## config.mk

```make
export PLATFORM = sky130hd
export DESIGN_NAME = key_sched_ctrl
export DESIGN_NICKNAME = d
export VERILOG_FILES = /design/src/rtl/key_sched_pkg.sv /design/src/rtl/key_sched_mem.sv /design/src/rtl/key_sched_ctrl.sv
export SDC_FILE = /design/constraint.sdc
export NUM_CORES = 1
export LEC_CHECK = 0
export CORE_ASPECT_RATIO = 1.1
export CORE_UTILIZATION = 45
export CTS_CLUSTER_SIZE = 25
export DETAILED_ROUTE_END_ITERATION = 10
export HOLD_SLACK_MARGIN = 0.12
export PLACE_DENSITY = 0.65
export SYNTH_ARGS = -nofsm -noshare
export SYNTH_HDL_FRONTEND = slang
export SYNTH_SLANG_ARGS = --single-unit
```

## constraint.sdc

```tcl
create_clock -name clk -period 3.3 [get_ports clk]
set_clock_uncertainty 0.15 [all_clocks]
set_input_delay 0.99 -clock clk [delete_from_list [all_inputs] [get_ports clk]]
set_output_delay 0.99 -clock clk [all_outputs]
set_load 0.1 [all_outputs]
```

## src/rtl/key_sched_pkg.sv

```systemverilog
// rtl/key_sched_pkg.sv - shared types and sizing constants for the key scheduler
package key_sched_pkg;

  typedef enum logic [1:0] {
    IDLE  = 2'd0,
    LOAD  = 2'd1,
    READY = 2'd2,
    RUN   = 2'd3
  } state_t;

  localparam int KEY_W_DEF = 8;
  localparam int DEPTH_DEF = 4;
  localparam int CNT_W     = 5;

endpackage

```

## src/rtl/key_sched_mem.sv

```systemverilog
// rtl/key_sched_mem.sv - DEPTH x KEY_W key store, one sync write port, one async read port
module key_sched_mem #(
  parameter int KEY_W = 8,
  parameter int DEPTH = 4,
  parameter int AW    = 2
) (
  input  logic             clk,
  input  logic             we,
  input  logic [AW-1:0]    waddr,
  input  logic [KEY_W-1:0] wdata,
  input  logic [AW-1:0]    raddr,
  output logic [KEY_W-1:0] rdata
);

  logic [KEY_W-1:0] mem [DEPTH];

  always_ff @(posedge clk) begin
    if (we) begin
      mem[waddr] <= wdata;
    end
  end

  // Addresses beyond DEPTH exist only when DEPTH is not a power of two.
  assign rdata = ({1'b0, raddr} < (AW+1)'(DEPTH)) ? mem[raddr] : '0;

endmodule

```

## src/rtl/key_sched_ctrl.sv

```systemverilog
// rtl/key_sched_ctrl.sv - key load/sequencing FSM with read pointer, epoch counter and error flag
module key_sched_ctrl
  import key_sched_pkg::*;
#(
  parameter int KEY_W = KEY_W_DEF,
  parameter int DEPTH = DEPTH_DEF
) (
  input  logic             clk,
  input  logic             rst,
  input  logic             cfg_valid,
  input  logic [KEY_W-1:0] cfg_data,
  input  logic             cfg_last,
  output logic             cfg_ready,
  input  logic             start,
  input  logic             stop,
  input  logic             clear,
  input  logic             step_en,
  output logic [KEY_W-1:0] key_out,
  output logic             key_valid,
  output logic [CNT_W-1:0] loaded_cnt,
  output logic [7:0]       epoch,
  output logic             err
);

  localparam int AW = (DEPTH > 1) ? $clog2(DEPTH) : 1;

  state_t           state_q, state_d;
  logic [AW-1:0]    ptr;
  logic [AW-1:0]    ptr_nxt;
  logic [AW-1:0]    raddr;
  logic [KEY_W-1:0] rdata;
  logic [CNT_W-1:0] cnt_inc;
  logic [CNT_W-1:0] ptr_inc;
  logic             wrap;
  logic             do_accept, do_start, do_step, do_stop, err_set;

  assign cnt_inc = loaded_cnt + CNT_W'(1);
  assign ptr_inc = CNT_W'(ptr) + CNT_W'(1);
  assign wrap    = (ptr_inc == loaded_cnt);
  assign ptr_nxt = wrap ? '0 : ptr + AW'(1);
  // On start the first key is fetched; otherwise look ahead to the next one.
  assign raddr   = (state_q == READY) ? '0 : ptr_nxt;

  key_sched_mem #(
    .KEY_W(KEY_W),
    .DEPTH(DEPTH),
    .AW   (AW)
  ) u_mem (
    .clk  (clk),
    .we   (do_accept),
    .waddr(loaded_cnt[AW-1:0]),
    .wdata(cfg_data),
    .raddr(raddr),
    .rdata(rdata)
  );

  always_comb begin
    state_d   = state_q;
    cfg_ready = 1'b0;
    do_accept = 1'b0;
    do_start  = 1'b0;
    do_step   = 1'b0;
    do_stop   = 1'b0;
    err_set   = 1'b0;
    if (!rst) begin
      case (state_q)
        IDLE, LOAD: begin
          cfg_ready = 1'b1;
          if (start) err_set = 1'b1;
          if (cfg_valid) begin
            do_accept = 1'b1;
            if (cfg_last || cnt_inc == CNT_W'(DEPTH)) state_d = READY;
            else                                      state_d = LOAD;
          end
        end
        READY: begin
          if (cfg_valid || step_en) err_set = 1'b1;
          if (start && !stop) begin
            do_start = 1'b1;
            state_d  = RUN;
          end
        end
        RUN: begin
          if (cfg_valid) err_set = 1'b1;
          if (stop) begin
            do_stop = 1'b1;
            state_d = READY;
          end else if (step_en) begin
            do_step = 1'b1;
          end
        end
        default: state_d = IDLE;
      endcase
      // clear pre-empts every other action in the same cycle
      if (clear) begin
        state_d   = IDLE;
        do_accept = 1'b0;
        do_start  = 1'b0;
        do_step   = 1'b0;
        do_stop   = 1'b0;
        err_set   = 1'b0;
      end
    end
  end

  always_ff @(posedge clk) begin
    if (rst || clear) begin
      state_q    <= IDLE;
      loaded_cnt <= '0;
      ptr        <= '0;
      epoch      <= '0;
      key_out    <= '0;
      key_valid  <= 1'b0;
      err        <= 1'b0;
    end else begin
      state_q <= state_d;
      if (do_accept) loaded_cnt <= cnt_inc;
      if (err_set)   err        <= 1'b1;
      if (do_start) begin
        ptr       <= '0;
        key_out   <= rdata;
        key_valid <= 1'b1;
      end
      if (do_step) begin
        ptr     <= ptr_nxt;
        key_out <= rdata;
        if (wrap) epoch <= epoch + 8'd1;
      end
      if (do_stop) begin
        key_out   <= '0;
        key_valid <= 1'b0;
      end
    end
  end

endmodule

```

==> impl_metrics.env <==
export IMPL_setup_slack_ps=348
export IMPL_endpoint="cfg_ready"
export IMPL_final_net_count=293
export IMPL_number_of_diodes=0
export IMPL_postSynthRegisterBits=59
export IMPL_post_dp_hpwl_mm=3.66
export IMPL_postLayoutCoreUtil_pct=59.0
export IMPL_share_of_layout_cells_above_drive_strength_1_pct=21.4
export IMPL_post_cts_setup_buffers=0
export IMPL_highest_signal_layer="met4"
export IMPL_yosys_warnings=0
export IMPL_required_ps=2160
export IMPL_critPathSlowestCell="sky130_fd_sc_hd__clkdlybuf4s50_1"
export IMPL_wl_met3_um=227
export IMPL_cp_buffers_inverters=2
export IMPL_yosys_area_share_simple_pct=15.6
export IMPL_netlist_area_leader_share_pct=38.2
export IMPL_cts_htree_levels=3
export IMPL_synth_enable_flop_cells=32
export IMPL_wl_met2_mm=2.39
export IMPL_detail_route_wirelength_met1_mm=2.37
export IMPL_cts_clk_slew_worst_paths_ps=60
export IMPL_total_of_buffers_placed_on_input_and_output_ports=39
export IMPL_endpoint_kind="primary output"
export IMPL_power_per_cell_area_mw_per_mm2=461
export IMPL_slew_headroom_pct=61.8
export IMPL_crit_reg2reg_capture="epoch[6]"
export IMPL_synth_cell_area_sq_mm=0.00252
export IMPL_fin_setup_tns_ps=0
export IMPL_drt_pre_antenna_iters=4
export IMPL_slew_violations=0
export IMPL_post_route_drc_count=0
export IMPL_muxShareOfSynthArea_pct=1.74
export IMPL_critical_path_cell_chain="clkdlybuf4s50_1 > nor2_2 > buf_12"
export IMPL_timing_reg2reg_worst_path_depth=6
export IMPL_detailedPlace_worstSlack_ps=215
export IMPL_setup_viol=0
export IMPL_grtUsageTotal_pct=19.5
export IMPL_die_h_um=80.4
export IMPL_ctsLongestPathBuffers=2
export IMPL_areaGrowthSynthToFinish_pct=26.3
export IMPL_clock_insertion_delay_worst_skew_ps=340
export IMPL_final_min_clock_period_ps=2950
export IMPL_grt_pass1_vias=1713
export IMPL_synth_top_area_cell="sky130_fd_sc_hd__edfxtp_1"
export IMPL_postSynthCellCount=219
export IMPL_max_freq_mhz=339
export IMPL_drv_max_cap_violation_count=0
export IMPL_rsz0062_at_grt="no"
export IMPL_grt_max_degree=17
export IMPL_worst_path_largest_cell_delay_ps=470
export IMPL_power_leakage_nw=1.19
export IMPL_cts_hold_buffers_added=0
export IMPL_finalWirelength_mm=5.12
export IMPL_post_synth_main_area_contributors="sky130_fd_sc_hd__edfxtp_1 38%, sky130_fd_sc_hd__dfxtp_1 21%, sky130_fd_sc_hd__ha_1 3.0%, sky130_fd_sc_hd__nor2_1 3.0%, sky130_fd_sc_hd__xnor2_1 2.4%"
export IMPL_type_of_the_worst_min_delay_path="register to register"
export IMPL_ir_drop_uv=368
export IMPL_timing_hold_violations_final=0
export IMPL_global_route_overflow_total=0
export IMPL_timing_worst_setup_path_type="input port to primary output"
export IMPL_worst_slew_pin_transition_ps=569
export IMPL_yosys_area_share_adder_pct=2.98
export IMPL_routed_via_count=1832
export IMPL_area_fraction_in_compound_gates_after_synthesis_pct=13.2
export IMPL_ioPinCount=40
export IMPL_cts_buffers_inserted=9
export IMPL_r2r_start="ptr[0]"
export IMPL_fin_area_sq_mm=0.00318
export IMPL_r2r_slack_ps=1050
export IMPL_timing_final_crit_share_pct=89.5
export IMPL_layout_filler_cells=473
export IMPL_floorplan_core_area_sq_mm=0.00540
export IMPL_run_status="finished clean"
export IMPL_worst_setup_path_start_kind="input port"
export IMPL_synth_yosys_seq_area_share_pct=59.6
export IMPL_yosys_area_share_xor_xnor_pct=4.17
export IMPL_floorplan_die_area_sq_mm=0.00590
export IMPL_first_pass_grt_wire_length_mm=8.18
export IMPL_cp_num_cells=3
export IMPL_placement_rows=28
export IMPL_gp_congestion=0.799
export IMPL_worst_setup_path_startpoint="rst"
export IMPL_post_drt_via_cell_ratio=5.22
export IMPL_crit_fanout=4
export IMPL_tritoncts="yes"
export IMPL_synth_cell_types=40
export IMPL_synth_top_family_by_area="simple AND/OR/NAND/NOR gates"
export IMPL_numClockSinks=59
export IMPL_place_area_sq_mm=0.00300
export IMPL_worst_hold_startpoint="key_valid"
export IMPL_root_buffer_cell="sky130_fd_sc_hd__clkbuf_8"
export IMPL_wl_per_cell_um=14.6
export IMPL_cp_top_family="buffers and inverters"
export IMPL_cp_arrival_ps=1810
export IMPL_start_util_pct=46.7
export IMPL_fp_dieW_um=73.3
export IMPL_synth_top_flop_cell="sky130_fd_sc_hd__edfxtp_1"
export IMPL_drtAntennaViolNets=0
export IMPL_initial_antenna_violation_count=0
export IMPL_synth_nets=241
export IMPL_avgSynthCellArea_sq_um=11.5
export IMPL_ys_async_sr_fraction_pct=0
export IMPL_drt_iter0_drc=94
export IMPL_cts_resized=0
==> worst register-to-register path, cell delays in order, from the launching register on <==
cell	delay (ps)
sky130_fd_sc_hd__dfxtp_1	310
sky130_fd_sc_hd__ha_1	220
sky130_fd_sc_hd__xor2_1	180
sky130_fd_sc_hd__or4_1	740
sky130_fd_sc_hd__nor4_4	360
sky130_fd_sc_hd__xnor2_1	150
sky130_fd_sc_hd__nor2_1	50
==> report_power, final <==
| part | internal [mW] | total [mW] | switching [mW] |
|---|---|---|---|
| clock network | 0.312 | 0.588 | 0.277 |
| logic | 0.0384 | 0.0931 | 0.0547 |
| registers | 0.779 | 0.784 | 0.00468 |
| total | 1.13 | 1.47 | 0.336 |
==> cell type report <==
type	instances	area (sq um)	share of cell area [%]
sequential	59	1500	47.2
multi-input combinational	144	952	29.9
timing repair buffer	50	425	13.4
clock buffer	12	155	4.88
tap	75	93.8	2.95
clock inverter	4	26.3	0.826
inverter	7	26.3	0.826
==> sequential cells by signal, summed over array words and instances (netlist names) <==
signal / count
u_mem.mem: 32
ptr: 2
loaded_cnt: 5
err: 1
key_valid: 1
key_out: 8
epoch: 8
state_q: 2
==> worst min path at each step <==
stage          slack [ps]        end  cells after the start
6_report              320  key_valid                      1
5_1_grt               340  key_valid                      1
4_1_cts               320     ptr[1]                      2
3_5_place_dp          310  key_valid                      1
3_3_place_gp          310     ptr[1]                      2
2_1_floorplan         280     ptr[1]                      2
==> cell usage after synthesis, types with 4 or more instances <==
cell type	instances
sky130_fd_sc_hd__nor2_1	20
sky130_fd_sc_hd__nand2_1	9
sky130_fd_sc_hd__ha_1	6
sky130_fd_sc_hd__nand3_1	10
sky130_fd_sc_hd__a22oi_1	5
sky130_fd_sc_hd__a21oi_1	10
sky130_fd_sc_hd__dfxtp_1	27
sky130_fd_sc_hd__edfxtp_1	32
sky130_fd_sc_hd__a31oi_1	6
sky130_fd_sc_hd__nand2b_1	7
sky130_fd_sc_hd__nand4_1	5
sky130_fd_sc_hd__o21ai_1	10
sky130_fd_sc_hd__xnor2_1	7
sky130_fd_sc_hd__clkbuf_1	6
sky130_fd_sc_hd__o2111ai_1	5
sky130_fd_sc_hd__inv_1	7
sky130_fd_sc_hd__and2_1	4
sky130_fd_sc_hd__xor2_1	5
sky130_fd_sc_hd__o21ai_0	6
==> metrics by stage <==
stage                     instances  total power, mW  hold slack [ps]
after floorplan                 219            0.847              284
after global placement          335            0.893              306
after detailed placement        335            0.893              312
after CTS                       351             1.49              324
after global routing            351             1.52              342
final                           351             1.47              321
==> kinds of logic (layout without fill, tap and decap cells) <==
| logic type | count (synthesis) | after routing |
|---|---|---|
| multiplexers | 4 | 4 |
| XOR/XNOR | 12 | 12 |
| flip-flops | 59 | 59 |
| buffers and inverters | 16 | 73 |
| adder cells (fa/ha/maj) | 6 | 6 |
| AND/OR/NAND/NOR | 71 | 71 |
| AO/OA/AOI/OAI | 51 | 51 |
==> cell usage in the layout (no fill, tap or decap), types with 6 or more instances in the layout <==
| master | Yosys | layout |
|---|---|---|
| sky130_fd_sc_hd__a21oi_1 | 10 | 10 |
| sky130_fd_sc_hd__a31oi_1 | 6 | 6 |
| sky130_fd_sc_hd__buf_4 | 1 | 34 |
| sky130_fd_sc_hd__clkbuf_8 | 0 | 11 |
| sky130_fd_sc_hd__clkdlybuf4s50_1 | 0 | 15 |
| sky130_fd_sc_hd__dfxtp_1 | 27 | 27 |
| sky130_fd_sc_hd__edfxtp_1 | 32 | 32 |
| sky130_fd_sc_hd__ha_1 | 6 | 6 |
| sky130_fd_sc_hd__inv_1 | 7 | 7 |
| sky130_fd_sc_hd__nand2_1 | 9 | 9 |
| sky130_fd_sc_hd__nand2b_1 | 7 | 7 |
| sky130_fd_sc_hd__nand3_1 | 10 | 10 |
| sky130_fd_sc_hd__nor2_1 | 20 | 19 |
| sky130_fd_sc_hd__o21ai_0 | 6 | 6 |
| sky130_fd_sc_hd__o21ai_1 | 10 | 10 |
| sky130_fd_sc_hd__xnor2_1 | 7 | 7 |
==> per-layer routing <==
layer  vias to the layer above  GRT usage [%]
met3                        13           5.65
met2                        45           30.0
met4                         0           11.3
met1                       858           24.3
li1                        916              -
met5                         -              0
No activity file was read; power rests on OpenSTA's default activity.
